===== src/rtl/am_demod_decim.sv =====
// AM envelope detector: LO mix, rescale/saturate, squared or magnitude detector,
// then integrate-and-dump decimation with a saturating accumulator.
module am_demod_decim #(
    parameter int DATA_W  = 8,
    parameter int LO_W    = 16,
    parameter int ACC_W   = 40,
    parameter int DECIM_W = 16
) (
    input  logic                      clk,
    input  logic                      reset_n,
    input  logic                      in_valid,
    input  logic signed [DATA_W-1:0]  adc_data,
    input  logic signed [LO_W-1:0]    lo_sin,
    input  logic signed [LO_W-1:0]    lo_cos,
    input  logic                      mode,
    input  logic        [DECIM_W-1:0] decim,
    output logic        [ACC_W-1:0]   out_data,
    output logic                      out_valid,
    output logic                      overflow
);

    localparam int PW = DATA_W + LO_W;
    localparam int DW = 2 * DATA_W;
    localparam logic signed [PW-1:0] SAT_MAX = PW'((2 ** (DATA_W - 1)) - 1);
    localparam logic signed [PW-1:0] SAT_MIN = PW'(-(2 ** (DATA_W - 1)));

    // Floor-scale a mixer product back to DATA_W and clamp to the signed range.
    function automatic logic signed [DATA_W-1:0] scale_sat(input logic signed [PW-1:0] p);
        logic signed [PW-1:0] s;
        s = p >>> (LO_W - 1);
        if (s > SAT_MAX) return DATA_W'(SAT_MAX);
        if (s < SAT_MIN) return DATA_W'(SAT_MIN);
        return DATA_W'(s);
    endfunction

    logic signed [PW-1:0]     adc_x, cos_x, sin_x;
    logic signed [PW-1:0]     ip_d, qp_d, ip_q, qp_q;
    logic signed [DATA_W-1:0] i_d, q_d, i_q, q_q;
    logic signed [DW-1:0]     ii, qq;
    logic signed [DATA_W:0]   ie, qe;
    logic        [DATA_W:0]   ai, aq;
    logic        [DW-1:0]     det_d, det_q;
    logic                     v1_q, v2_q, v3_q;

    logic [ACC_W:0]       sum_d;
    logic [ACC_W-1:0]     acc_sat, acc_q, out_data_q;
    logic [DECIM_W-1:0]   cnt_q, cnt_inc, reff_q, reff_d;
    logic                 dump, out_valid_q, overflow_q;

    always_comb begin
        adc_x = PW'(adc_data);
        cos_x = PW'(lo_cos);
        sin_x = PW'(lo_sin);
        ip_d  = adc_x * cos_x;
        qp_d  = adc_x * sin_x;
        i_d   = scale_sat(ip_q);
        q_d   = scale_sat(qp_q);
        ii    = DW'(i_q) * DW'(i_q);
        qq    = DW'(q_q) * DW'(q_q);
        ie    = (DATA_W + 1)'(i_q);
        qe    = (DATA_W + 1)'(q_q);
        ai    = ie[DATA_W] ? -ie : ie;
        aq    = qe[DATA_W] ? -qe : qe;
        det_d = mode ? (DW'(ai) + DW'(aq)) : ($unsigned(ii) + $unsigned(qq));
    end

    // Data registers only load when their stage is fed, so idle cycles keep them stable.
    always_ff @(posedge clk) begin
        if (in_valid) begin
            ip_q <= ip_d;
            qp_q <= qp_d;
        end
        if (v1_q) begin
            i_q <= i_d;
            q_q <= q_d;
        end
        if (v2_q) det_q <= det_d;
    end

    always_comb begin
        sum_d   = {1'b0, acc_q} + (ACC_W + 1)'(det_q);
        acc_sat = sum_d[ACC_W] ? {ACC_W{1'b1}} : sum_d[ACC_W-1:0];
        cnt_inc = cnt_q + DECIM_W'(1);
        dump    = v3_q && (cnt_inc == reff_q);
        reff_d  = (decim == '0) ? DECIM_W'(1) : decim;
    end

    // Reff is held in reff_q for the whole frame; a new decim is only picked up at a dump.
    always_ff @(posedge clk) begin
        if (!reset_n) begin
            v1_q        <= 1'b0;
            v2_q        <= 1'b0;
            v3_q        <= 1'b0;
            acc_q       <= '0;
            cnt_q       <= '0;
            out_data_q  <= '0;
            out_valid_q <= 1'b0;
            overflow_q  <= 1'b0;
            reff_q      <= reff_d;
        end else begin
            v1_q        <= in_valid;
            v2_q        <= v1_q;
            v3_q        <= v2_q;
            out_valid_q <= dump;
            if (v3_q) begin
                if (sum_d[ACC_W]) overflow_q <= 1'b1;
                if (dump) begin
                    out_data_q <= acc_sat;
                    acc_q      <= '0;
                    cnt_q      <= '0;
                    reff_q     <= reff_d;
                end else begin
                    acc_q <= acc_sat;
                    cnt_q <= cnt_inc;
                end
            end
        end
    end

    assign out_data  = out_data_q;
    assign out_valid = out_valid_q;
    assign overflow  = overflow_q;

endmodule


===== config.mk =====
export PLATFORM = sky130hd
export DESIGN_NAME = am_demod_decim
export DESIGN_NICKNAME = d
export VERILOG_FILES = /design/src/rtl/am_demod_decim.sv
export SDC_FILE = /design/constraint.sdc
export NUM_CORES = 1
export LEC_CHECK = 0
export ABC_CLOCK_PERIOD_IN_PS = 7700
export BUFFER_PORTS_ARGS = -buffer_cell sky130_fd_sc_hd__clkbuf_2
export CAP_MARGIN = 10
export CORE_MARGIN = 1
export CORE_UTILIZATION = 50
export DETAILED_ROUTE_END_ITERATION = 8
export GPL_ROUTABILITY_DRIVEN = 0
export GPL_TIMING_DRIVEN = 0
export PLACE_DENSITY = 0.67
export SLEW_MARGIN = 10
export SYNTH_ARGS = -nofsm -noshare
export SYNTH_HDL_FRONTEND = slang
export SYNTH_SLANG_ARGS = --single-unit

===== constraint.sdc =====
create_clock -name clk -period 7.7 [get_ports clk]
set_clock_uncertainty 0.15 [all_clocks]
set_input_delay 1.54 -clock clk [delete_from_list [all_inputs] [get_ports clk]]
set_output_delay 1.54 -clock clk [all_outputs]
set_load 0.1 [all_outputs]

==> results of run 1 <==
worst max-delay path by stage:
stage	slack (ns)	from	cells after the start	end
global placement	0.10	adc_data[7]	17	ip_q[23]
finish	0.40	adc_data[7]	17	ip_q[23]
global route	0.08	adc_data[7]	19	qp_q[23]
detailed placement	-0.03	adc_data[7]	17	ip_q[23]
floorplan	1.35	adc_data[7]	18	qp_q[23]
CTS	0.43	adc_data[7]	17	ip_q[23]
synthesized netlist by cell type, types with 4 or more instances:
master and n:
a211oi_1 15, a21boi_0 6, a21o_1 18, a21oi_1 68
a22o_1 19, a311oi_1 8, a31oi_1 21, and2_1 196
and3_1 20, and4_1 8, buf_2 10, buf_4 5
clkbuf_1 85, dfxtp_1 101, edfxtp_1 66, fa_1 318
ha_1 169, inv_1 447, mux2i_1 15, nand2_1 169
nand2b_1 28, nand3_1 33, nand4_1 12, nand4b_1 6
nor2_1 134, nor2b_1 24, nor3_1 23, nor4_1 9
o211a_1 4, o211ai_1 7, o21a_1 7, o21ai_0 85
o21ai_1 10, o21bai_1 6, o311ai_0 4, o31ai_1 11
o41ai_1 4, or2_2 6, or3_1 7, xnor2_1 95
xor2_1 35
worst min-delay path, delay by kind of cell (launching register included):
kind / cells / cell delay (ns)
AND/OR/NAND/NOR: 1 / 0.07
flip-flops: 1 / 0.31
AO/OA/AOI/OAI: 1 / 0.05
kinds of logic after synthesis:
logic type / Yosys count
AOI/OAI and AO/OA: 317
xor gates and xnor gates: 130
adders and majority gates: 487
buffers and inverters: 551
DFF: 167
muxes: 18
other: 1
and+or+nand+nor: 692
layout make-up:
| cell class | count | area, um2 |
|---|---|---|
| Multi-Input combinational cell | 1646 | 15500 |
| Sequential cell | 167 | 4000 |
| Tap cell | 539 | 674 |
| Clock inverter | 12 | 144 |
| Clock buffer | 20 | 468 |
| Fill cell | 3825 | 18900 |
| Buffer | 102 | 422 |
| Timing Repair Buffer | 99 | 495 |
| Inverter | 449 | 1690 |
layer usage:
layer,track usage (%),vias to the layer above
met1,31.1,8024
li1,-,7737
met5,0,-
met4,7.20,2
met3,2.72,74
met2,41.8,383
state kept, by name (all words and copies together), names as in the netlist:
name	cells
overflow	1
ip_q	9
reff_q	16
acc_q	40
q_q	8
v3_q	1
v2_q	1
i_q	8
v1_q	1
det_q	16
out_data	40
qp_q	9
cnt_q	16
out_valid	1
through the flow:
stage | utilization [%] | hold WS (ns)
after CTS | 55.4 | 0.328
after floorplan | - | 0.279
after detailed placement | 53.9 | 0.316
final | 55.4 | 0.330
after global placement | 53.9 | 0.300
after global routing | 55.4 | 0.350
==> flow_summary.toml, run 1 <==
[logic_synthesis]
synth_compound_area_share_pct = 9.50
synth_cells = 2363
netlist_area_mm2 = 0.0216
avgSynthCellArea_um2 = 9.14
synth_mux_area_share_pct = 0.852
netlist.area_leader.share_pct = 29.5
synth_top_area_cell = "fa_1"
synth_edf_count = 66
synth_top_family_by_area = "adder cells"
synth_cell_type_count = 71
yosys.area_share.simple_pct = 16.8
synth-seq-area-share_pct = 18.5
ys_seq_elements = 167
synthArstFlopShare_pct = 0
ys.flop_type = "dfxtp_1"
synthAdderAreaFrac_pct = 39.3
synth_xor_area_share_pct = 5.27
synth_area_leaders = "fa_1 (29%), ha_1 (9.8%), dfxtp_1 (9.4%), edfxtp_1 (9.2%), inv_1 (7.8%)"
yosysWarnings = 0

[layout]
fin_cells = 3034
final_common_cell = "inv_1"
layout_common_cells = "inv_1 (447), fa_1 (318), and2_1 (196), nand2_1 (169), ha_1 (169)"
layout.nets = 3029
layout-drive-gt1-share_pct = 6.65
diodes = 0
fin_area_mm2 = 0.0234
syn2layout_area_growth_pct = 8.27

[worst_setup_path]
cp_top_family = "adder cells"
cp_slowest_cell = "o21ai_0"
end_kind = "register"
cp-start-kind = "input pin"
r2r_start = "q_q[7]"
critical_path_arrival_ns = 7.33
reg2reg_to = "det_q[15]"
cp.required_ns = 7.73
rrSetupSlack_ns = 0.65
path_cells = "clkbuf_2 -> clkinv_1 -> clkbuf_1 -> fa_1 -> fa_1 -> inv_1 -> fa_1 -> fa_1 -> ha_1 -> nand4b_1 -> o221ai_1 -> a21oi_1 -> o21ai_0 -> a211oi_1 -> o41ai_1 -> a21oi_1 -> xnor2_1"
path_class = "input pin to register"
path_max_fanout = 11
reg2regPathDepth = 18
crit_path_frequent_cell = "fa_1"
max_stage_delay_ns = 0.63
worst-path-buf-inv = 4

[global_routing]
grt_max_degree = 26
grt_pass1_vias = 17100
grt_pass1_wl_um = 84600
grt_util_all_layers_pct = 23.9
globalRouteOverflowTotal = 0
antenna_found_initial = 1

[routing]
drt_wl_total_um = 49800
drt_iter0_drc = 938
final_antenna_net_count = 0
top_layer = "met5"
met1_length_um = 22000
first_pass_iters = 6
vias = 16200
wl_met3_um = 2150
wl_per_cell_um = 16.4
wl_met2_um = 24400
drc_errors = 0
post_drt_via_cell_ratio = 5.35

[cts]
cts_tree = "built"
path_clk_slew_ns = 0.07
cts.path.max_buffers = 2
cts-htree-levels = 4
cts.sinks = 167
cts_hold_buf = 0
clock-root-buffer = "clkbuf_16"
clk_latency_ns = 0.45
cts_resized = 0
post_cts_buffers = 0
numCtsBuffers = 17

[timing]
slew_viol_final = 0
period_minus_slack_ns = 7.30
totalNegativeSetupSlack_ns = 0
max_slew_margin_pct = 43.2
setup_viol = 0
period_share_pct = 94.8
rsz0062_at_grt = "no"
finalHoldViolCount = 0
worst_pin_slew_ns = 0.851
fmax_mhz = 137
setup_ws_ns = 0.397

[floorplan]
die_height_um = 210
pin_count = 102
fp.dieW_um = 210
start_util_pct = 51.1
num_rows = 75
die_area_mm2 = 0.0440
core_area_mm2 = 0.0422

[placed_design]
io_buffers = 99
dp.cells = 3002
dp_slack_ns = -0.0339
dp_hpwl_um = 41000
dpl_cell_area_mm2 = 0.0228

[worst_hold_path]
min_to = "out_data[7]"
min_from = "out_data[7]"
hp-class = "register to register"
hold_depth = 2

[run]
cap_violations = 0

[outcome]
status = "completed"
Power of run 1 is not shown: default switching activity piles up to over one toggle a cycle in this logic, so the estimate is an artifact.
==> run 2: changes to the inputs <==
==> constraint.sdc (replaced) <==
create_clock -name clk -period 7.7 [get_ports clk]
set_clock_uncertainty 0.15 [all_clocks]
set_input_delay 0.385 -clock clk [delete_from_list [all_inputs] [get_ports clk]]
set_output_delay 0.385 -clock clk [all_outputs]
set_load 0.1 [all_outputs]
==> run 2 against run 1 <==
- cell count unchanged
- count of clock-buffer cells in the layout unchanged
- register-to-register slack worse by 0.02 ns
- largest cell class unchanged
==> flow_summary.toml, run 2 (synthesis results as in run 1) <==
[cts]
post_cts_buffers = 0
cts_hold_buf = 0
cts.sinks = 167
path_clk_slew_ns = 0.08
cts.path.max_buffers = 2
cts_tree = "built"
clk_latency_ns = 0.45
numCtsBuffers = 17
clock-root-buffer = "clkbuf_16"
cts-htree-levels = 4
cts_resized = 0

[placed_design]
dp_slack_ns = 0.676
dp.cells = 3002
io_buffers = 99
dp_hpwl_um = 41000

[global_routing]
globalRouteOverflowTotal = 0
grt_max_degree = 26
grt_util_all_layers_pct = 23.9
grt_pass1_vias = 17100
antenna_found_initial = 1
grt_pass1_wl_um = 84600

[worst_setup_path]
cp_slowest_cell = "fa_1"
max_stage_delay_ns = 0.56
cp_top_family = "adder cells"
critical_path_arrival_ns = 7.11
cp.required_ns = 7.74
r2r_start = "q_q[7]"
end_kind = "register"
cp-start-kind = "register"
reg2regPathDepth = 18
path_cells = "clkbuf_1 -> clkbuf_1 -> nand2_1 -> inv_1 -> fa_1 -> fa_1 -> fa_1 -> fa_1 -> fa_1 -> inv_1 -> fa_1 -> inv_1 -> ha_1 -> o21a_1 -> o41ai_1 -> o21ai_0 -> a31oi_1 -> mux2_2"
path_class = "register to register"
worst-path-buf-inv = 5
reg2reg_to = "det_q[15]"
path_max_fanout = 10
crit_path_frequent_cell = "fa_1"
rrSetupSlack_ns = 0.63

[timing]
finalHoldViolCount = 0
worst_pin_slew_ns = 0.841
fmax_mhz = 141
slew_viol_final = 0
period_minus_slack_ns = 7.07
period_share_pct = 91.8
rsz0062_at_grt = "no"
setup_viol = 0
max_slew_margin_pct = 43.9
totalNegativeSetupSlack_ns = 0
setup_ws_ns = 0.630

[worst_hold_path]
min_from = "decim[11]"
hold_depth = 2
hp-class = "input pin to register"
min_to = "reff_q[11]"

[run]
cap_violations = 0

[floorplan]
pin_count = 102
core_area_mm2 = 0.0422
die_height_um = 210
num_rows = 75
start_util_pct = 51.1
die_area_mm2 = 0.0440
fp.dieW_um = 210

[layout]
n_fill_cell = 3825
layout_common_cells = "inv_1 (447), fa_1 (318), and2_1 (196), nand2_1 (169), ha_1 (169)"
syn2layout_area_growth_pct = 8.27
layout-drive-gt1-share_pct = 6.65
diodes = 0
layout.nets = 3029
post-route-util_pct = 55.4
final_common_cell = "inv_1"
fin_cells = 3034

[routing]
wl_per_cell_um = 16.4
post_drt_via_cell_ratio = 5.35
top_layer = "met5"
drt_wl_total_um = 49700
wl_met3_um = 2150
first_pass_iters = 6
drt_iter0_drc = 1009
wl_met2_um = 24300
met1_length_um = 22000
drc_errors = 0
final_antenna_net_count = 0
vias = 16200

[outcome]
status = "completed"
## run 2: through the flow
step / hold WS, ns / instance area (um2)
6_report: 0.0565 / 23400
5_1_grt: 0.0527 / 23400
4_1_cts: 0.0326 / 23400
3_5_place_dp: 0.316 / 22800
3_3_place_gp: 0.300 / 22800
2_1_floorplan: 0.279 / 21600
## run 2: final cells by class
cell class                      count  area [um2]  share of cell area (%)
Tap cell                          539         674                    2.89
Sequential cell                   167        4000                    17.1
Buffer                            102         422                    1.80
Clock buffer                       20         468                    2.00
Clock inverter                     12         144                   0.616
Multi-Input combinational cell   1646       15500                    66.2
Timing Repair Buffer               99         495                    2.12
Inverter                          449        1690                    7.21
## run 2: metal layers
metal  vias to the layer above  GRT usage [%]
met1                      8011           31.1
met2                       400           41.8
li1                       7740              -
met3                        86           2.72
met5                         -              0
met4                         2           7.05
## run 2: worst max path at each step
stage / endpoint / start / slack [ns] / cells past startpoint
2_1_floorplan: det_q[15] / q_q[7] / 1.38 / 18
3_3_place_gp: det_q[15] / q_q[7] / 0.69 / 18
3_5_place_dp: det_q[15] / q_q[7] / 0.68 / 18
4_1_cts: det_q[15] / q_q[7] / 0.65 / 18
5_1_grt: det_q[15] / q_q[7] / 0.24 / 18
6_report: det_q[15] / q_q[7] / 0.63 / 18
## run 2: worst reg2reg max path, cell delays in order, from the launching register on
cell	delay, ns
edfxtp_1	0.43
clkbuf_1	0.38
clkbuf_1	0.36
nand2_1	0.21
inv_1	0.31
fa_1	0.50
fa_1	0.53
fa_1	0.46
fa_1	0.52
fa_1	0.56
inv_1	0.06
fa_1	0.53
inv_1	0.04
ha_1	0.33
o21a_1	0.14
o41ai_1	0.49
o21ai_0	0.25
a31oi_1	0.22
mux2_2	0.36
Power of run 2 is left out for the same reason.
==> run 3: changes to the inputs <==
- PLACE_DENSITY: 0.67 -> 0.77
==> run 3 against run 2 <==
- maximum frequency is 0.70% higher
- worst setup slack better by 0.049 ns
- count of clock-buffer cells in the layout is 2 lower
- critical path type unchanged
==> flow_summary.toml, run 3 (synthesis results as in run 1) <==
[outcome]
status = "completed"

[worst_setup_path]
reg2reg_to = "det_q[15]"
path_class = "register to register"
r2r_start = "q_q[7]"
cp-start-kind = "register"
reg2regPathDepth = 18
path_max_fanout = 10
end_kind = "register"
critical_path_arrival_ns = 7.06
rrSetupSlack_ns = 0.68
cp.required_ns = 7.74

[timing]
period_share_pct = 91.2
worst_pin_slew_ns = 0.893
setup_ws_ns = 0.679
finalHoldViolCount = 0
setup_viol = 0
slew_viol_final = 0
max_slew_margin_pct = 40.4
period_minus_slack_ns = 7.02
totalNegativeSetupSlack_ns = 0
rsz0062_at_grt = "no"
fmax_mhz = 142

[global_routing]
grt_max_degree = 26
grt_util_all_layers_pct = 23.7
antenna_found_initial = 0
grt_pass1_wl_um = 83800
grt_pass1_vias = 17400
globalRouteOverflowTotal = 0

[cts]
clk_latency_ns = 0.45
post_cts_buffers = 0
path_clk_slew_ns = 0.07
cts_resized = 0
cts_hold_buf = 0
cts-htree-levels = 4
cts_tree = "built"
numCtsBuffers = 17
cts.path.max_buffers = 2
clock-root-buffer = "clkbuf_16"
cts.sinks = 167

[floorplan]
pin_count = 102
core_area_mm2 = 0.0422
die_height_um = 210
start_util_pct = 51.1
fp.dieW_um = 210
num_rows = 75
die_area_mm2 = 0.0440

[routing]
first_pass_iters = 6
post_drt_via_cell_ratio = 5.49
wl_per_cell_um = 16.4
drt_wl_total_um = 49900
vias = 16700
drc_errors = 0
final_antenna_net_count = 0
drt_iter0_drc = 1288

[layout]
layout_common_cells = "inv_1 (448), fa_1 (318), and2_1 (196), nand2_1 (169), ha_1 (169)"
layout-drive-gt1-share_pct = 6.65
layout.nets = 3029
fin_area_mm2 = 0.0234
n_fill_cell = 3648
syn2layout_area_growth_pct = 8.27
final_common_cell = "inv_1"
diodes = 0

[placed_design]
dpl_cell_area_mm2 = 0.0228
dp_hpwl_um = 41000
io_buffers = 99
dp_slack_ns = 0.670

[worst_hold_path]
min_from = "decim[0]"
hp-class = "input pin to register"
min_to = "reff_q[0]"
hold_depth = 2

[run]
cap_violations = 0
## run 3: critical path: stages, from the launching register on
cell	delay (ns)
edfxtp_1	0.45
clkbuf_1	0.37
clkbuf_1	0.36
nand2_1	0.22
inv_1	0.32
fa_1	0.50
fa_1	0.54
fa_1	0.45
fa_1	0.52
fa_1	0.55
inv_1	0.06
fa_1	0.54
inv_1	0.05
ha_1	0.33
o21a_1	0.14
o41ai_1	0.40
o21ai_0	0.23
a31oi_1	0.22
mux2_2	0.38
## run 3: per-stage QoR
step	hold slack [ns]	util (%)	std cells
2_1_floorplan	0.279	-	2364
3_3_place_gp	0.301	53.9	3002
3_5_place_dp	0.322	53.9	3002
4_1_cts	0.0546	55.4	3034
5_1_grt	0.0612	55.4	3034
6_report	0.0555	55.4	3034
## run 3: per-layer routing
layer  global-route usage [%]  wire length [um]  part of all wire, %
met2                     41.3             24800                   50
met5                        0                 0                    0
met3                     2.98              3160                  6.3
met1                     30.3             20300                   41
met4                     8.16              1600                  3.2
## run 3: layout make-up
class	count	area, um2	share of cell area [%]
clock inverter	14	161	0.691
clock buffer	18	450	1.93
timing repair buffer	99	495	2.12
sequential	167	4000	17.1
tap	539	674	2.89
multi-input combinational	1646	15500	66.2
inverter	449	1690	7.21
buffer	102	422	1.80
## run 3: how the worst max path moves through the flow
stage                      start        end  slack (ns)  depth (start not counted)
final                     q_q[7]  det_q[15]        0.68                         18
after global routing      q_q[7]  det_q[15]        0.37                         18
after CTS                 q_q[7]  det_q[15]        0.66                         18
after detailed placement  q_q[7]  det_q[15]        0.67                         18
after global placement    q_q[7]  det_q[15]        0.74                         18
after floorplan           q_q[7]  det_q[15]        1.38                         18
Power of run 3 is left out for the same reason.
